File: config.mk
export PLATFORM = sky130hd
export DESIGN_NAME = multiword_add_seq_flat
export DESIGN_NICKNAME = d
export VERILOG_FILES = /design/src/rtl/multiword_add_seq_pkg.sv /design/src/rtl/multiword_add_seq_if.sv /design/src/rtl/multiword_add_seq_rca_slice.sv /design/src/rtl/multiword_add_seq.sv /design/src/flat_wrapper.sv
export SDC_FILE = /design/constraint.sdc
export NUM_CORES = 1
export LEC_CHECK = 0
export ABC_AREA = 1
export CORE_ASPECT_RATIO = 1.4
export CORE_UTILIZATION = 25
export CTS_CLUSTER_SIZE = 28
export DETAILED_ROUTE_END_ITERATION = 10
export DONT_BUFFER_PORTS = 1
export HOLD_SLACK_MARGIN = 0.15
export PLACE_DENSITY = 0.43
export RECOVER_POWER = 50
export SYNTH_ARGS = -nofsm -noshare
export SYNTH_HDL_FRONTEND = slang
export SYNTH_SLANG_ARGS = --single-unit
export TNS_END_PERCENT = 20
File: constraint.sdc
create_clock -name clk -period 3.45 [get_ports clk]
set_input_delay 0.69 -clock clk [delete_from_list [all_inputs] [get_ports clk]]
set_output_delay 0.69 -clock clk [all_outputs]
set_load 0.02 [all_outputs]
File: src/rtl/multiword_add_seq_pkg.sv
// Shared types and defaults for the multiword sequential adder.
// Holds the FSM state encoding and default word width/count.
package multiword_add_seq_pkg;

  localparam int W_DEF       = 4;
  localparam int N_WORDS_DEF = 4;

  typedef enum logic [1:0] {
    IDLE = 2'd0,
    RUN  = 2'd1,
    DONE = 2'd2
  } state_t;

endpackage

File: src/rtl/multiword_add_seq_if.sv
// Request/result bundle for multiword_add_seq.
// master: start, a, b, cin (sub with MWADD_SUB_EN) out; busy, done, sum, cout in.
interface multiword_add_seq_if
  import multiword_add_seq_pkg::*;
#(
  parameter int W       = W_DEF,
  parameter int N_WORDS = N_WORDS_DEF
) ();

  localparam int TW = W * N_WORDS;

  logic          start;
  logic [TW-1:0] a;
  logic [TW-1:0] b;
  logic          cin;
`ifdef MWADD_SUB_EN
  logic          sub;
`endif
  logic          busy;
  logic          done;
  logic [TW-1:0] sum;
  logic          cout;

  modport master (
`ifdef MWADD_SUB_EN
    output sub,
`endif
    output start, a, b, cin,
    input  busy, done, sum, cout
  );

  modport slave (
`ifdef MWADD_SUB_EN
    input  sub,
`endif
    input  start, a, b, cin,
    output busy, done, sum, cout
  );

endinterface

File: src/rtl/multiword_add_seq_rca_slice.sv
// W-bit ripple-carry adder slice built from bit-level full adders.
// Ports: a, b, cin in; sum, cout out. Purely combinational.
module rca_slice #(
  parameter int W = 4
) (
  input  logic [W-1:0] a,
  input  logic [W-1:0] b,
  input  logic         cin,
  output logic [W-1:0] sum,
  output logic         cout
);

  logic [W:0] c;

  assign c[0] = cin;

  for (genvar i = 0; i < W; i++) begin : g_fa
    assign sum[i]  = a[i] ^ b[i] ^ c[i];
    assign c[i+1]  = (a[i] & b[i]) | (c[i] & (a[i] ^ b[i]));
  end

  assign cout = c[W];

endmodule

File: src/rtl/multiword_add_seq.sv
// Sequential W*N_WORDS adder reusing one W-bit slice, LS word first.
// Ports: clk, rst (sync, active-high), bus (slave). Option: MWADD_SUB_EN.
module multiword_add_seq
  import multiword_add_seq_pkg::*;
#(
  parameter int W       = W_DEF,
  parameter int N_WORDS = N_WORDS_DEF
) (
  input  logic              clk,
  input  logic              rst,
  multiword_add_seq_if.slave bus
);

  localparam int IW = (N_WORDS > 1) ? $clog2(N_WORDS) : 1;
  localparam logic [IW-1:0] LAST = IW'(N_WORDS - 1);

  state_t state;
  state_t state_nx;

  logic [IW-1:0]               idx;
  logic [N_WORDS-1:0][W-1:0]   a_reg;
  logic [N_WORDS-1:0][W-1:0]   b_reg;
  logic [N_WORDS-1:0][W-1:0]   sum_reg;
  logic                        carry;
  logic                        cout_reg;

  logic [W-1:0]                sl_s;
  logic                        sl_c;
  logic                        is_last;

  logic [W*N_WORDS-1:0]        b_in;
  logic                        c_in;

  // Subtraction is a + ~b + 1, so it folds into the capture.
`ifdef MWADD_SUB_EN
  assign b_in = bus.sub ? ~bus.b : bus.b;
  assign c_in = bus.sub ? 1'b1 : bus.cin;
`else
  assign b_in = bus.b;
  assign c_in = bus.cin;
`endif

  assign is_last = (idx == LAST);

  rca_slice #(
    .W (W)
  ) u_slice (
    .a    (a_reg[idx]),
    .b    (b_reg[idx]),
    .cin  (carry),
    .sum  (sl_s),
    .cout (sl_c)
  );

  always_ff @(posedge clk) begin
    if (rst) state <= IDLE;
    else     state <= state_nx;
  end

  always_comb begin
    state_nx = state;
    unique case (state)
      IDLE:    if (bus.start) state_nx = RUN;
      RUN:     if (is_last)   state_nx = DONE;
      DONE:    state_nx = IDLE;
      default: state_nx = IDLE;
    endcase
  end

  always_ff @(posedge clk) begin
    if (rst) begin
      idx      <= '0;
      carry    <= 1'b0;
      a_reg    <= '0;
      b_reg    <= '0;
      sum_reg  <= '0;
      cout_reg <= 1'b0;
    end else begin
      unique case (state)
        IDLE: begin
          if (bus.start) begin
            a_reg   <= bus.a;
            b_reg   <= b_in;
            carry   <= c_in;
            idx     <= '0;
            sum_reg <= '0;
          end
        end
        RUN: begin
          sum_reg[idx] <= sl_s;
          carry        <= sl_c;
          if (is_last) cout_reg <= sl_c;
          else         idx      <= idx + 1'b1;
        end
        default: ;
      endcase
    end
  end

  assign bus.busy = (state != IDLE);
  assign bus.done = (state == DONE);
  assign bus.sum  = sum_reg;
  assign bus.cout = cout_reg;

endmodule

File: src/flat_wrapper.sv
// flat-port wrapper written by rule: the top's interface ports become plain ports
module multiword_add_seq_flat import multiword_add_seq_pkg::*;
#(
  parameter int W       = W_DEF,
  parameter int N_WORDS = N_WORDS_DEF
)
  (clk, rst, bus_start, bus_a, bus_b, bus_cin, bus_busy, bus_done, bus_sum, bus_cout);
  multiword_add_seq_if #(.W(W), .N_WORDS(N_WORDS)) bus_i ();
  input  logic clk;
  input  logic rst;
  input wire logic [$bits(bus_i.start)-1:0] bus_start;
  input wire logic [$bits(bus_i.a)-1:0] bus_a;
  input wire logic [$bits(bus_i.b)-1:0] bus_b;
  input wire logic [$bits(bus_i.cin)-1:0] bus_cin;
  output wire logic [$bits(bus_i.busy)-1:0] bus_busy;
  output wire logic [$bits(bus_i.done)-1:0] bus_done;
  output wire logic [$bits(bus_i.sum)-1:0] bus_sum;
  output wire logic [$bits(bus_i.cout)-1:0] bus_cout;
  assign bus_i.start = bus_start;
  assign bus_i.a = bus_a;
  assign bus_i.b = bus_b;
  assign bus_i.cin = bus_cin;
  assign bus_busy = bus_i.busy;
  assign bus_done = bus_i.done;
  assign bus_sum = bus_i.sum;
  assign bus_cout = bus_i.cout;
  multiword_add_seq #(.W(W), .N_WORDS(N_WORDS)) u_core (.clk(clk), .rst(rst), .bus(bus_i));
endmodule
==> results.toml <==
[timing]
hold_viol = 0
timing.clock.skew_ns = 0.00580
timing.final.crit_share_pct = 83.4
rsz_0062_raised_after_global_routing = "no"
setup_viol = 0
total_negative_slack_ns = 0
finalMaxSlewViolations = 0
worst_slew_margin_rel_pct = 1.57
tightestPinTransition_ns = 1.47
max_clock_freq_ghz = 0.347
fin_ws_ns = 0.572
layout_min_cycle_time_ns = 2.88

[clock_tree]
maximum_buffer_depth_of_the_clock_tree = 2
h-tree-depth = 2
ctsRootBufferMaster = "sky130_fd_sc_hd__clkbuf_16"
clkLatencyLatePin_ns = 0.29
post_cts_resize_count = 0
cts_setup_buffers = 0
clock_sinks = 54
cts_tree = "built"
clkSlewWorstSetupHoldPaths_ns = 0.07
cts_made_buffers = 5
ctsHoldBuffers = 0

[placement]
place_worst_setup_slack_ns = 0.599
buffer_ports.inserted = 0
placed_area_um2 = 2450
dp_wirelength_um = 4590
gp_congestion = 0.765
dp.cells = 420

[floorplanning]
die_area_um2 = 10100
design.core.area_um2 = 9410
floorplan.initialDensity_pct = 25.7
die_y_um = 118
die_w_um = 85.1
io-pin-count = 55
std_cell_rows = 42

[routing]
route.detailed.drc = 0
route.met3.wl_um = 270
drtAntennaViolNets = 0
post_drt_wl_per_cell_um = 14.7
wl_um = 6300
dr_total_vias = 1959
routed.top_layer = "met4"
met2WireLength_um = 3040
wl_met1_um = 2810
avgViaCountPerCell = 4.58
detail_route.first_pass.iterations = 4
detailedRoute.firstIterationViolations = 72

[setup_path]
sort_of_element_at_the_end_of_the_critical_path = "register"
cp_data_arrival_time_ns = 3.11
critPathLaunchType = "register"
criticalPathCategory = "register to register"
worst-endpoint-required_ns = 3.68
timing.critical_path.fanout_max = 14

[finish]
diode_count = 0
layout_cells_sized_above_1_pct = 5.66
syn_to_final_growth_pct = 8.24
nets = 361
final_area_um2 = 2610
final_cells = 428

[global_route]
grt_pass1_vias = 2055
global_route.overflow_total = 0
globalRouteTotalUtil_pct = 13.4
maximum_number_of_pins_on_one_net_before_global_route_repair = 50
grt_pass1_wl_um = 10300
grt_antenna_before_repair = 0

[pwr]
peakVddDrop_mv = 0.187
power.combinational.fraction_pct = 13.6
seq_power_share_pct = 46.7
power_switching_mw = 0.414
power_density_nw_per_um2 = 578
clockPowerShare_pct = 39.7
leakage_nw = 1.07
cellInternalPower_mw = 1.10
switching_fraction_of_total_power_pct = 27.4

[hold_path]
timing.hold.worst.class = "input port to register"

[logic_synthesis]
synth_sequential_area_ratio_pct = 44.8
total_standard_cell_area_after_synthesis_um2 = 2410
synthDistinctLibCells = 22
postSynthCellCount = 326
syn-num-nets = 370
post_synth.cell_area_avg_um2 = 7.41
ys_warn_count = 0
ys_seq_elements = 54

[run_status]
violations = "max-capacitance violations"
run_status = "finished, violations left"

[flow_run]
max-cap-violations = 1
[synth_stat cells]
| cell | number | area (um^2) |
|---|---|---|
| sky130_fd_sc_hd__clkbuf_1 | 4 | 15.0 |
| sky130_fd_sc_hd__nor2_1 | 89 | 334 |
| sky130_fd_sc_hd__nor2_2 | 2 | 12.5 |
| sky130_fd_sc_hd__nand4_1 | 4 | 25.0 |
| sky130_fd_sc_hd__a21oi_1 | 18 | 90.1 |
| sky130_fd_sc_hd__inv_2 | 2 | 7.51 |
| sky130_fd_sc_hd__clkinv_1 | 1 | 3.75 |
| sky130_fd_sc_hd__o22ai_1 | 4 | 25.0 |
| sky130_fd_sc_hd__dfxtp_1 | 54 | 1080 |
| sky130_fd_sc_hd__nand2_1 | 35 | 131 |
| sky130_fd_sc_hd__buf_1 | 1 | 3.75 |
| sky130_fd_sc_hd__buf_4 | 1 | 7.51 |
| sky130_fd_sc_hd__nand3_1 | 20 | 100 |
| sky130_fd_sc_hd__buf_6 | 6 | 67.6 |
| sky130_fd_sc_hd__o21ai_1 | 20 | 100 |
| sky130_fd_sc_hd__buf_2 | 7 | 35.0 |
| sky130_fd_sc_hd__o21ai_0 | 28 | 140 |
| sky130_fd_sc_hd__nand2_2 | 3 | 18.8 |
| sky130_fd_sc_hd__nor2_4 | 2 | 22.5 |
| sky130_fd_sc_hd__fa_1 | 4 | 80.1 |
| sky130_fd_sc_hd__ha_1 | 4 | 50.1 |
| sky130_fd_sc_hd__inv_1 | 17 | 63.8 |
[path summary, 6_finish.rpt]
kind | from | endpoint | slack, ns | cells after the start
setup / recovery | u_core.idx[0] | u_core.bus.sum[7] | 0.57 | 13
hold / removal | rst | u_core.bus.sum[4] | 0.45 | 1
setup reg to reg | u_core.idx[0] | u_core.bus.sum[7] | 0.57 | 13
hold reg to reg | u_core.a_reg[3] | u_core.a_reg[3] | 0.48 | 2
[power groups by stage]
stage | registers [mW] | clock network, mW | logic, mW
after detailed placement | 0.721 | 0 | 0.214
after CTS | 0.707 | 0.619 | 0.215
final | 0.705 | 0.600 | 0.206
after floorplan | 0.705 | 0 | 0.178
after global routing | 0.713 | 0.644 | 0.239
after global placement | 0.721 | 0 | 0.212
[cell usage in the layout (no fill, tap or decap), drive strengths merged]
cell type / instances
a21oi: 18
buf: 3
bufinv: 1
clkbuf: 6
clkinv: 1
dfxtp: 54
fa: 4
ha: 4
inv: 20
nand2: 38
nand3: 20
nand4: 4
nor2: 93
o21ai: 48
o22ai: 4
[final cells by class]
type,count,area [um^2]
Clock buffer,6,139
Clock inverter,2,38.8
Fill cell,1032,6790
Inverter,20,75.1
Multi-Input combinational cell,233,1120
Sequential cell,54,1080
Tap cell,110,138
Timing Repair Buffer,3,22.5
[worst max-delay path, stage by stage (launching register included)]
cell and delay (ns):
sky130_fd_sc_hd__dfxtp_1 0.57, sky130_fd_sc_hd__inv_1 0.23, sky130_fd_sc_hd__nor2_1 0.15, sky130_fd_sc_hd__nor2_1 0.06, sky130_fd_sc_hd__a21oi_1 0.17, sky130_fd_sc_hd__fa_1 0.20
sky130_fd_sc_hd__inv_1 0.05, sky130_fd_sc_hd__fa_1 0.35, sky130_fd_sc_hd__inv_1 0.07, sky130_fd_sc_hd__fa_1 0.15, sky130_fd_sc_hd__inv_1 0.06, sky130_fd_sc_hd__fa_1 0.55
sky130_fd_sc_hd__nand2_1 0.08, sky130_fd_sc_hd__a21oi_1 0.13
[logic make-up (layout without fill, tap and decap cells)]
group	Yosys count	after routing	synth area share (%)
flip-flops	54	54	44.8
AND/OR/NAND/NOR	155	155	26.7
buffers and inverters	39	31	8.44
adder cells (fa/ha/maj)	8	8	5.39
AO/OA/AOI/OAI	70	70	14.7
[stage by stage]
stage / total power, mW / util (%) / hold WS [ns]
2_1_floorplan: 0.882 / - / 0.449
3_3_place_gp: 0.933 / 26.0 / 0.466
3_5_place_dp: 0.935 / 26.0 / 0.475
4_1_cts: 1.54 / 27.9 / 0.442
5_1_grt: 1.60 / 27.8 / 0.441
6_report: 1.51 / 27.8 / 0.452
[per-layer routing]
layer	up-vias	GRT usage [%]
met5	-	0
met4	0	6.46
met3	10	3.28
met2	50	22.9
met1	859	15.5
li1	1040	-
No activity file was read; power rests on OpenSTA's default activity.
